==> src/rtl/semafor_pkg.sv <==
// semafor_pkg: state encoding, phase-counter width and lamp one-hot codes
// shared by the per-direction traffic-light sequencer.
package semafor_pkg;
    localparam int PCNT_W = 8;

    typedef enum logic [2:0] {
        S_IDLE   = 3'd0,
        S_VERDE  = 3'd1,
        S_GALBEN = 3'd2,
        S_LIBER  = 3'd3,
        S_DONE   = 3'd4
    } stare_t;

    // Lamp order is {verde, galben, rosu}.
    localparam logic [2:0] LAMP_VERDE  = 3'b100;
    localparam logic [2:0] LAMP_GALBEN = 3'b010;
    localparam logic [2:0] LAMP_ROSU   = 3'b001;

    function automatic logic [2:0] lampi(input stare_t s);
        return s == S_VERDE ? LAMP_VERDE : s == S_GALBEN ? LAMP_GALBEN : LAMP_ROSU;
    endfunction
endpackage

==> src/rtl/divizor_tick.sv <==
// divizor_tick: prescaler counting 0..FACTOR-1 with synchronous restart;
// tick is high for the single cycle the count sits at its terminal value.
module divizor_tick #(
    parameter int FACTOR = 10
) (
    input  logic clk,
    input  logic rst,
    input  logic restart,
    output logic tick
);
    localparam int W = FACTOR > 1 ? $clog2(FACTOR) : 1;

    logic [W-1:0] cnt;

    assign tick = cnt == W'(FACTOR - 1);

    always_ff @(posedge clk) begin
        if (rst || restart || tick)
            cnt <= '0;
        else
            cnt <= cnt + 1'b1;
    end
endmodule

==> src/rtl/semafor_directie.sv <==
// semafor_directie: per-approach green/yellow/all-red sequencer with done/clear
// handshake. Optional SEMAFOR_CONTOR_EN adds the ticuri_ramase countdown output.
module semafor_directie
    import semafor_pkg::*;
#(
    parameter int FACTOR_DIVIZARE = 10,
    parameter int T_VERDE         = 5,
    parameter int T_GALBEN        = 2,
    parameter int T_LIBER         = 1
) (
    input  logic clk,
    input  logic rst,
    input  logic enable,
    input  logic clear,
    output logic done,
    output logic verde,
    output logic galben,
    output logic rosu
`ifdef SEMAFOR_CONTOR_EN
    ,
    output logic [PCNT_W-1:0] ticuri_ramase
`endif
);
    stare_t stare, urm;
    logic [PCNT_W-1:0] faza, faza_urm;
    logic tick, restart, sfarsit;

    function automatic logic [PCNT_W-1:0] durata(input stare_t s);
        return s == S_VERDE  ? PCNT_W'(T_VERDE)  :
               s == S_GALBEN ? PCNT_W'(T_GALBEN) :
               s == S_LIBER  ? PCNT_W'(T_LIBER)  : '0;
    endfunction

    divizor_tick #(.FACTOR(FACTOR_DIVIZARE)) u_div (
        .clk    (clk),
        .rst    (rst),
        .restart(restart),
        .tick   (tick)
    );

    always_comb begin
        sfarsit = tick && faza == durata(stare) - 1'b1;
        urm = S_IDLE;
        case (stare)
            S_IDLE:   urm = enable ? S_VERDE : S_IDLE;
            S_VERDE:  urm = (!enable || sfarsit) ? S_GALBEN : S_VERDE;
            S_GALBEN: urm = sfarsit ? S_LIBER : S_GALBEN;
            S_LIBER:  urm = sfarsit ? S_DONE : S_LIBER;
            S_DONE:   urm = S_DONE;
            default:  urm = S_IDLE;
        endcase
        // clear overrides every transition, including a pending restart from idle
        if (clear)
            urm = S_IDLE;
        // both counters restart on every state entry and idle outside timed phases
        restart  = urm != stare || stare == S_IDLE || stare == S_DONE;
        faza_urm = restart ? '0 : faza + {{(PCNT_W-1){1'b0}}, tick};
    end

    always_ff @(posedge clk) begin
        if (rst) begin
            stare                 <= S_IDLE;
            faza                  <= '0;
            {verde, galben, rosu} <= LAMP_ROSU;
            done                  <= 1'b0;
        end else begin
            stare                 <= urm;
            faza                  <= faza_urm;
            {verde, galben, rosu} <= lampi(urm);
            done                  <= urm == S_DONE;
        end
    end

`ifdef SEMAFOR_CONTOR_EN
    always_ff @(posedge clk) begin
        if (rst)
            ticuri_ramase <= '0;
        else
            ticuri_ramase <= durata(urm) - faza_urm;
    end
`endif
endmodule
==> config.mk <==
export PLATFORM = sky130hd
export DESIGN_NAME = semafor_directie
export DESIGN_NICKNAME = d
export VERILOG_FILES = /design/src/rtl/semafor_pkg.sv /design/src/rtl/divizor_tick.sv /design/src/rtl/semafor_directie.sv
export SDC_FILE = /design/constraint.sdc
export NUM_CORES = 1
export LEC_CHECK = 0
export BUFFER_PORTS_ARGS = -buffer_cell sky130_fd_sc_hd__buf_2
export CAP_MARGIN = 10
export CORE_ASPECT_RATIO = 1.1
export CORE_MARGIN = 2
export CORE_UTILIZATION = 30
export CTS_CLUSTER_SIZE = 25
export DETAILED_ROUTE_END_ITERATION = 7
export PLACE_DENSITY = 0.55
export SLEW_MARGIN = 30
export SYNTH_ARGS = -nofsm -noshare
export SYNTH_HDL_FRONTEND = slang
export SYNTH_SLANG_ARGS = --single-unit
==> constraint.sdc <==
create_clock -name clk -period 7.6 [get_ports clk]
set_input_delay 0 -clock clk [delete_from_list [all_inputs] [get_ports clk]]
set_output_delay 0 -clock clk [all_outputs]
set_load 0.05 [all_outputs]
==> reports/results.txt <==
FMAX - 351 MHz
Die height - 65.8 um
Starting Density - 0.313
Hold Startpoint - enable
Post-DP HPWL - 1.67 mm
Number of global-route vias before repair - 865
Most common cell after layout, fill and taps aside - dfxtp_1
Setup crit start kind - flip-flop
Crit path DAT - 3.06 ns
# diodes - 0
Critical path cell sequence - nor2b_1, nand2_1, ha_1, xnor2_1, a211o_1, a21oi_1, a221oi_1, nor2_1, nor4b_1
Gr usage total - 0.120
Crit Path Category - flip-flop to flip-flop
Post-synthesis adder-cell area fraction - 0.0600
Slowest stage delay, CP - 0.50 ns
Slowest-stage cell, CP - dfxtp_1
Synth unique cells - 37
CP startpoint - stare[1]$_SDFF_PP0_
DR iter-0 viols - 25
Top-area cell type share of the netlist area - 0.365
Asr flop ratio synth - 0
First-pass GRT wire length - 3.66 mm
Fillers - 360
Final setup viols - 0
Htree depth - 1
Clock transition at the registers of the reported paths - 0.11 ns
P_int - 0.125 mW
PortBufs - 7
Fin util - 0.347
Max-Cap Viols - 0
Multiplexer share of the synthesized area - 0.00960
Initial antenna violation count - 0
Syn Nets - 140
Switching Share - 0.252
Drt via density - 4.95
Root Buffer Master - clkbuf_4
Worst vdd ir - 0.0399 mV
Synthesized instance count - 131
TNS Setup - 0 ns
Worst-path fanout max - 10
Xor/xnor share of the synthesized area - 0.0840
Fin nets - 147
Worst-Margin Slew - 0.756 ns
Remaining DRCs - 0
Seq/Total Area, Yosys - 0.365
Die width - 60.2 um
Post-synth EDFFs - 0
DR pass1 iterations - 4
Routed wire per std cell - 11.6 um
Hold WS - 0.222 ns
Placer Congestion - 0.905
Non-Filler Instances - 185
Inserted Clock Buffers - 3
Max Clock Skew - 0.00426 ns
Row cnt - 22
Compound-Gate Fraction of Synth Area - 0.166
CTS tree - built
Vias - 916
Status - finished, final reports clean
Clock share of power - 0.315
Core Area - 3330 sq um
Final ANT Viol Nets - 0
Pwr dens - 145 nW/um^2
#FFs+latches synth - 19
Unrepaired setup endpoints after global routing - no
PostCTS Resize Cnt - 0
Clock buffer depth - 2
Dominant cells by area after synthesis - dfxtp_1 (36%), nor2_1 (6.5%), nor3_1 (6.2%)
Most frequent cells in the layout - dfxtp_1 (19), nor2_1 (18), nor3_1 (13)
FF-to-FF Start - stare[1]$_SDFF_PP0_
Largest family of logic cells by synthesized area - simple AND/OR/NAND/NOR gates
Yosys warns - 0
Reg power frac - 0.606
DP Cell Count - 179
Minimum clock period - 2.85 ns
Die area - 3960 sq um
WP data required - 7.81 ns
Final Slew Violations - 0
WL final - 2.14 mm
Worst hold path type - input pin to flip-flop
P_sw - 0.0422 mW
Comb pwr share - 0.079
Simple-gate share of the synthesized area - 0.262
Fin crit share - 0.375
Crit. End Element - flip-flop
Synth Cell Area - 1040 sq um
Layout cells sized above 1 - 0.0876
Prevailing post-synth register cell - dfxtp_1
Largest net degree at the start of global routing - 13
Syn Area/Cell - 7.96 sq um
CTS sink count - 19
Leak - 0.391 nW
Total gr overflow - 0
I/O pins - 8
Endpoints failing hold - 0
Worst-skew pair later-pin latency - 0.30 ns
Slew headroom - 0.493
Synth-to-Final Area Change - 11.0%
Post-synth top area cell - dfxtp_1
==> per-stage QoR <==
stage                     area (sq um)  power (mW)  setup WS [ns]
after CTS                         1160       0.170           4.72
after detailed placement          1110       0.116           4.74
after global routing              1160       0.175           4.40
final                             1160       0.167           4.75
after global placement            1110       0.116           4.80
after floorplan                   1040       0.113           5.22
==> cell families after synthesis <==
group | Yosys count
simple gates | 57
compound gates | 25
flops | 19
buf+inv | 14
xor+xnor | 10
fa+ha+maj | 5
mux | 1
==> final cells by class <==
type | count | area [sq um] | share of cell area
clock inverter | 1 | 7.51 | 0.00649
inverter | 7 | 26.3 | 0.0227
tap | 48 | 60.1 | 0.0519
timing repair buffer | 9 | 55.1 | 0.0476
sequential | 19 | 380 | 0.329
multi-input combinational | 98 | 606 | 0.523
clock buffer | 3 | 22.5 | 0.0195
==> synth_stat cells, types with 2 or more instances <==
master    number
dfxtp_1       19
nor2_1        18
nor3_1        13
nand2_1       10
o21ai_0        8
inv_1          7
ha_1           5
nand3_1        5
xnor2_1        5
xor2_1         5
clkbuf_1       4
buf_2          3
a21oi_1        2
a22oi_1        2
nand2b_1       2
nor4_1         2
==> critical path: cells and delay by family, from the launching register on <==
family / cells / cell delay [ns]
compound gates: 3 / 0.85
flops: 1 / 0.50
xor+xnor: 1 / 0.41
simple gates: 4 / 0.82
fa+ha+maj: 1 / 0.19
==> registers in the layout, summed over array words and instances (netlist names) <==
name	count
u_div.cnt	4
stare	3
done	1
rosu	1
verde	1
galben	1
faza	8
==> per-layer routing <==
| metal | GRT usage | wire [um] |
|---|---|---|
| met1 | 0.135 | 888 |
| met2 | 0.220 | 1170 |
| met3 | 0.0117 | 51 |
| met4 | 0.0583 | 26 |
| met5 | 0 | 0 |
==> power by group through the flow <==
stage / combinational (mW) / sequential [mW] / clock [mW]
CTS: 0.0132 / 0.102 / 0.0556
global route: 0.0146 / 0.102 / 0.0590
detailed placement: 0.0123 / 0.104 / 0
finish: 0.0132 / 0.102 / 0.0527
global placement: 0.0122 / 0.104 / 0
floorplan: 0.00747 / 0.105 / 0
==> repair_timing <==
| action | 4_1_cts | 5_1_grt |
|---|---|---|
| setup endpoints to repair | 0 | 0 |
| hold buffers | 2 | 0 |
| setup buffers | 0 | 0 |
| hold endpoints to repair | 3 | 0 |
==> path summary, 6_finish.rpt <==
check / to / slack (ns) / cells past startpoint
setup / recovery: galben$_SDFF_PP0_ / 4.75 / 9
hold / removal: galben$_SDFF_PP0_ / 0.22 / 4
setup reg to reg: galben$_SDFF_PP0_ / 4.75 / 9
hold reg to reg: u_div.cnt[0]$_SDFF_PP0_ / 0.52 / 1
(Power assumes the default switching activity.)
